<file path="src/rtl/mac_seq.sv">
// mac_seq: sequencer that drives a MAC accumulator slice.
// Accepts TAPS operand pairs, clears the MAC, feeds each pair, waits for the
// final accumulation to land, then offers the dot product on a result port.
//
// Handshakes: a transfer happens on a rising edge where valid and ready are
// both high. In_Ready_SO and Res_Valid_SO decode the registered state only,
// so neither depends combinationally on any input. A source may hold
// In_Valid_SI at any time; data is consumed only while In_Ready_SO is high.
// The result stays stable until the edge where Res_Ready_SI is seen high.
module mac_seq #(
    parameter int WIDTH     = 24,
    parameter int IN_WIDTH  = 12,
    parameter int TAPS      = 16,
    parameter int CNT_WIDTH = 4
) (
    input  logic                Clk_CI,
    input  logic                Rst_RBI,
    input  logic                Start_SI,
    output logic                Busy_SO,
    input  logic                In_Valid_SI,
    output logic                In_Ready_SO,
    input  logic [IN_WIDTH-1:0] In0_DI,
    input  logic [IN_WIDTH-1:0] In1_DI,
    output logic                Mac_Clr_SO,
    output logic                Mac_WrEn_SO,
    output logic [IN_WIDTH-1:0] Mac_In0_DO,
    output logic [IN_WIDTH-1:0] Mac_In1_DO,
    input  logic [WIDTH-1:0]    Mac_Out_DI,
    output logic                Res_Valid_SO,
    input  logic                Res_Ready_SI,
    output logic [WIDTH-1:0]    Res_DO
);

    // Sequence: IDLE -> CLR -> ACC (TAPS pairs) -> FLUSH -> CAPT -> OUT.
    // r_state is the debug handle for checkers bound to this block.
    typedef enum logic [2:0] {
        S_IDLE  = 3'd0,
        S_CLR   = 3'd1,
        S_ACC   = 3'd2,
        S_FLUSH = 3'd3,
        S_CAPT  = 3'd4,
        S_OUT   = 3'd5
    } state_e;

    localparam logic [CNT_WIDTH-1:0] LastCnt = CNT_WIDTH'(TAPS - 1);

    state_e               r_state;
    state_e               w_state_nxt;
    logic [CNT_WIDTH-1:0] r_cnt;
    logic [CNT_WIDTH-1:0] w_cnt_nxt;
    logic                 w_in_ready;
    logic                 w_in_hs;
    logic                 w_last;

    logic                 r_mac_clr;
    logic                 r_mac_wren;
    logic [IN_WIDTH-1:0]  r_mac_in0;
    logic [IN_WIDTH-1:0]  r_mac_in1;
    logic [WIDTH-1:0]     r_res;

    assign w_in_ready = (r_state == S_ACC);
    assign w_in_hs    = In_Valid_SI & w_in_ready;
    assign w_last     = (r_cnt == LastCnt);

    // Next-state and tap-counter decode; defaults hold the current values.
    always_comb begin
        w_state_nxt = r_state;
        w_cnt_nxt   = r_cnt;
        case (r_state)
            S_IDLE: begin
                if (Start_SI) w_state_nxt = S_CLR;
            end
            S_CLR: begin
                w_cnt_nxt   = '0;
                w_state_nxt = S_ACC;
            end
            S_ACC: begin
                if (w_in_hs) begin
                    w_cnt_nxt = r_cnt + 1'b1;
                    if (w_last) w_state_nxt = S_FLUSH;
                end
            end
            S_FLUSH: w_state_nxt = S_CAPT;
            S_CAPT:  w_state_nxt = S_OUT;
            S_OUT: begin
                // A Start coincident with the result handshake chains straight into CLR.
                if (Res_Ready_SI) w_state_nxt = Start_SI ? S_CLR : S_IDLE;
            end
            default: w_state_nxt = S_IDLE;
        endcase
    end

    // State and tap counter registers.
    always_ff @(posedge Clk_CI or negedge Rst_RBI) begin
        if (!Rst_RBI) begin
            r_state <= S_IDLE;
            r_cnt   <= '0;
        end else begin
            r_state <= w_state_nxt;
            r_cnt   <= w_cnt_nxt;
        end
    end

    // MAC-side flops: clear+write in CLR, one write the cycle after each
    // accepted pair (the last one lands in FLUSH), operands held otherwise.
    always_ff @(posedge Clk_CI or negedge Rst_RBI) begin
        if (!Rst_RBI) begin
            r_mac_clr  <= 1'b0;
            r_mac_wren <= 1'b0;
            r_mac_in0  <= '0;
            r_mac_in1  <= '0;
        end else begin
            r_mac_clr  <= (w_state_nxt == S_CLR);
            r_mac_wren <= (w_state_nxt == S_CLR) | w_in_hs;
            if (w_in_hs) begin
                r_mac_in0 <= In0_DI;
                r_mac_in1 <= In1_DI;
            end
        end
    end

    // Result capture: the accumulator has absorbed the last pair by CAPT.
    always_ff @(posedge Clk_CI or negedge Rst_RBI) begin
        if (!Rst_RBI) begin
            r_res <= '0;
        end else if (r_state == S_CAPT) begin
            r_res <= Mac_Out_DI;
        end
    end

    assign Busy_SO      = (r_state != S_IDLE);
    assign In_Ready_SO  = w_in_ready;
    assign Res_Valid_SO = (r_state == S_OUT);
    assign Mac_Clr_SO   = r_mac_clr;
    assign Mac_WrEn_SO  = r_mac_wren;
    assign Mac_In0_DO   = r_mac_in0;
    assign Mac_In1_DO   = r_mac_in1;
    assign Res_DO       = r_res;

endmodule

</file>
<file path="config.mk">
export PLATFORM = sky130hd
export DESIGN_NAME = mac_seq
export DESIGN_NICKNAME = d
export VERILOG_FILES = /design/src/rtl/mac_seq.sv
export SDC_FILE = /design/constraint.sdc
export NUM_CORES = 1
export LEC_CHECK = 0
export ABC_CLOCK_PERIOD_IN_PS = 1540
export BUFFER_PORTS_ARGS = -buffer_cell sky130_fd_sc_hd__buf_2
export CAP_MARGIN = 10
export CORE_UTILIZATION = 30
export DETAILED_ROUTE_END_ITERATION = 8
export SETUP_SLACK_MARGIN = 0.05
export SYNTH_ARGS = -nofsm -noshare
export SYNTH_HDL_FRONTEND = slang
export SYNTH_SLANG_ARGS = --single-unit
export TNS_END_PERCENT = 30
</file>
<file path="constraint.sdc">
create_clock -name Clk_CI -period 1.54 [get_ports Clk_CI]
set_clock_uncertainty 0.1 [all_clocks]
set_input_delay 0.308 -clock Clk_CI [delete_from_list [all_inputs] [get_ports Clk_CI]]
set_output_delay 0.308 -clock Clk_CI [all_outputs]
set_load 0.02 [all_outputs]
</file>
==> out/metrics.cfg <==
[synth]
syn_nets=208
synth_compound_area_share_pct=3.777
synth_seq_cells=57
synthSimpleGateAreaFrac_pct=5.528
synthAdderAreaFrac_pct=0.5473
syn_area_um2=2286
ys_warn_count=0
synth_top_family_by_area=multiplexers
yosysSeqAreaShare_pct=62.40
yosysUniqueCellTypes=31
synth_xor_area_share_pct=0
synthMuxAreaShare_pct=24.52
avgSynthCellArea_um2=14.84
netlist_instances=154

[global_route]
antenna_found_initial=0
grt_pass1_vias=1559
grt_max_degree=58
grt_use_total_pct=11.98
grt_pass1_wl_mm=7.065
grt_overflow=0

[setup_path]
cp_num_cells=3
path_max_fanout=3
cp_num_buf_inv=2
critical_path.cell_chain=buf_6 -> or3_4 -> buf_6
rrSetupSlack_ps=-140
required_ps=1130
cpLargestDelayFamily=flip-flops
cpPeakStageDelay_ps=390
cpMaxStageDelayCell=dfrtp_1
cp-start-kind=flop
r2r_end=Mac_In1_DO[3]$_DFFE_PN0N_
cp-endpoint=Busy_SO
reg2reg_depth=5
cp_common_cell=buf_6
crit_path_end_kind=primary output
critPathKind=flop to primary output
r2r-start=r_state[2]$_DFF_PN0_
startpoint=r_state[0]$_DFF_PN0_
cp.arrival_ps=1340

[drt]
drtAntennaViolNets=0
via_per_inst=4.426
drtIter0Drc=34
firstDrtPassIters=4
route.detailed.drc=0
wl_mm=4.845
wl_per_cell_um=12.42
vias=1726

[timing]
relSlewSlack_pct=77.21
hold_viol_final=0
finalMaxSlewViolations=0
fin_crit_ps=1753
setup_violations=51
worst_slew_pin_slew_ps=341.8
timing.final.ws_setup_ps=-212.6
fmax_mhz=570.6
tns_ps=-4034
finalCritPeriodShare_pct=113.8
rsz0062_at_grt=true

[clocking]
h-tree-depth=3
clkSinkCount=57
insertion_delay_ps=320
clk_pin_slew_worst_paths_ps=60
root_buffer=clkbuf_8
ctsLongestPathBuffers=2
cts_tree=built
numCtsBuffers=9

[layout]
mostFrequentLayoutCells=buf_2 (102), dfrtp_1 (56), mux2_2 (42)
fin_nets=342
n_fill_cell=703
design_area_um2=3440
final_common_cell=buf_2
area_growth_pct=50.47
fin_util_pct=47.17
drive_gt1_share_pct=68.38
diodes=0
layout.cells.non_filler=390

[power_and_ir_drop]
peakVddDrop_mv=0.8656
leakage_uw=0.001680
power_density_nw_per_um2=2186

[run_status]
violations=setup timing
status=complete, but fails checks

[place]
pre_cts_slack_ps=-59.49
dp.cells=363
portBuffers=105
placed_cell_area_um2=3035
hpwl_mm=3.288
gp_congestion=0.7255

[hold_path]
hold_path.class=input pin to flop

[job]
maxCapViolations=0

[floorplanning]
fp.coreArea_um2=7292
die_h_um=89.29
die_area_um2=7973
die_w_um=89.29
io_pins=106
start_util_pct=31.35
core.rowCount=31

[area by class of cell]
class,count,area (um2),share of cell area [%]
inverters,5,18.77,0.5457
multi-input cells,84,838.3,24.37
clock inverters,4,45.04,1.310
repair buffers,131,848.3,24.66
clock buffers,10,137.6,4.001
flip-flops and latches,57,1428,41.51
well taps,99,123.9,3.601
[cells in the mapped netlist]
| cell type | instances | area [um2] |
|---|---|---|
| dfrtp_1 | 57 | 1426 |
| mux2_2 | 46 | 518.0 |
| inv_1 | 5 | 18.77 |
| a21oi_1 | 4 | 20.02 |
| nand2_1 | 4 | 15.01 |
| clkbuf_1 | 3 | 11.26 |
| nand2b_1 | 3 | 18.77 |
| o22ai_1 | 3 | 18.77 |
| buf_2 | 2 | 10.01 |
| mux2_1 | 2 | 22.52 |
| mux2i_1 | 2 | 20.02 |
| nor2_1 | 2 | 7.510 |
| nor2b_1 | 2 | 12.51 |
| o21ai_0 | 2 | 10.01 |
| a22oi_1 | 1 | 7.510 |
| a31oi_1 | 1 | 6.260 |
| and3b_1 | 1 | 8.760 |
| buf_4 | 1 | 7.510 |
| buf_6 | 1 | 11.26 |
| buf_8 | 1 | 15.01 |
| ha_1 | 1 | 12.51 |
| nand3b_1 | 1 | 7.510 |
| nand4_1 | 1 | 6.260 |
| nand4_2 | 1 | 12.51 |
| nor3_1 | 1 | 5.000 |
| nor3_4 | 1 | 16.27 |
| nor4bb_1 | 1 | 10.01 |
| o21a_1 | 1 | 7.510 |
| o21bai_1 | 1 | 7.510 |
| o221ai_1 | 1 | 8.760 |
| or3_1 | 1 | 6.260 |
[repair_timing]
item | 4_1_cts | 5_1_grt
resized for setup | 16 | 7
setup buffers | 8 | 1
cloned | 0 | 3
hold buffers | 1 | 0
setup endpoints to repair | 52 | 56
pin swaps | 2 | 2
hold endpoints to repair | 57 | 0
[worst reg2reg max path, delay by kind of cell (launching register included)]
family        cells  cell delay [ps]
buf+inv           3              490
flops             1              390
mux               1              330
simple gates      1              260
[report_power, final]
| group | internal, uW | switching, uW |
|---|---|---|
| registers | 2240 | 354 |
| logic | 1760 | 1860 |
| clock network | 764 | 544 |
| total | 4760 | 2760 |
[metrics by stage]
| stage | total power [uW] | hold WS, ps |
|---|---|---|
| final | 7520 | 112.0 |
| after global routing | 7994 | 100.3 |
| after CTS | 7474 | 87.49 |
| after detailed placement | 5872 | 233.6 |
| after global placement | 5811 | 237.5 |
| after floorplan | 4691 | -87.59 |
[state kept, by name, summed over array words and instances, names as in the netlist]
signal       count
Res_DO          24
Mac_In0_DO      12
Mac_In1_DO      12
r_cnt            4
r_state          3
Mac_Clr_SO       1
Mac_WrEn_SO      1
[kinds of logic (layout without fill, tap and decap cells)]
family,count (synthesis),count (layout)
adder cells (fa/ha/maj),1,1
AND/OR/NAND/NOR,19,19
buffers and inverters,13,150
multiplexers,50,50
AO/OA/AOI/OAI,14,14
flip-flops,57,57
[per-layer routing]
metal | wire (um) | global-route usage, % | vias up
li1 | - | - | 819
met1 | 2162 | 14.39 | 824
met2 | 2234 | 19.22 | 73
met3 | 362 | 3.509 | 10
met4 | 85 | 6.926 | 0
met5 | 0 | 0 | -
[worst min-delay path by stage]
stage | from | end | slack, ps | cells after the start
floorplan | Rst_RBI | Mac_Clr_SO$_DFF_PN0_ | -90 | 0
global placement | Rst_RBI | Mac_In0_DO[2]$_DFFE_PN0N_ | 240 | 2
detailed placement | Rst_RBI | Mac_In0_DO[2]$_DFFE_PN0N_ | 230 | 2
CTS | In0_DI[9] | Mac_In0_DO[9]$_DFFE_PN0N_ | 90 | 2
global route | Mac_Out_DI[8] | Res_DO[8]$_DFFE_PN0N_ | 100 | 2
finish | In0_DI[5] | Mac_In0_DO[5]$_DFFE_PN0N_ | 110 | 2
(Power assumes the default switching activity.)
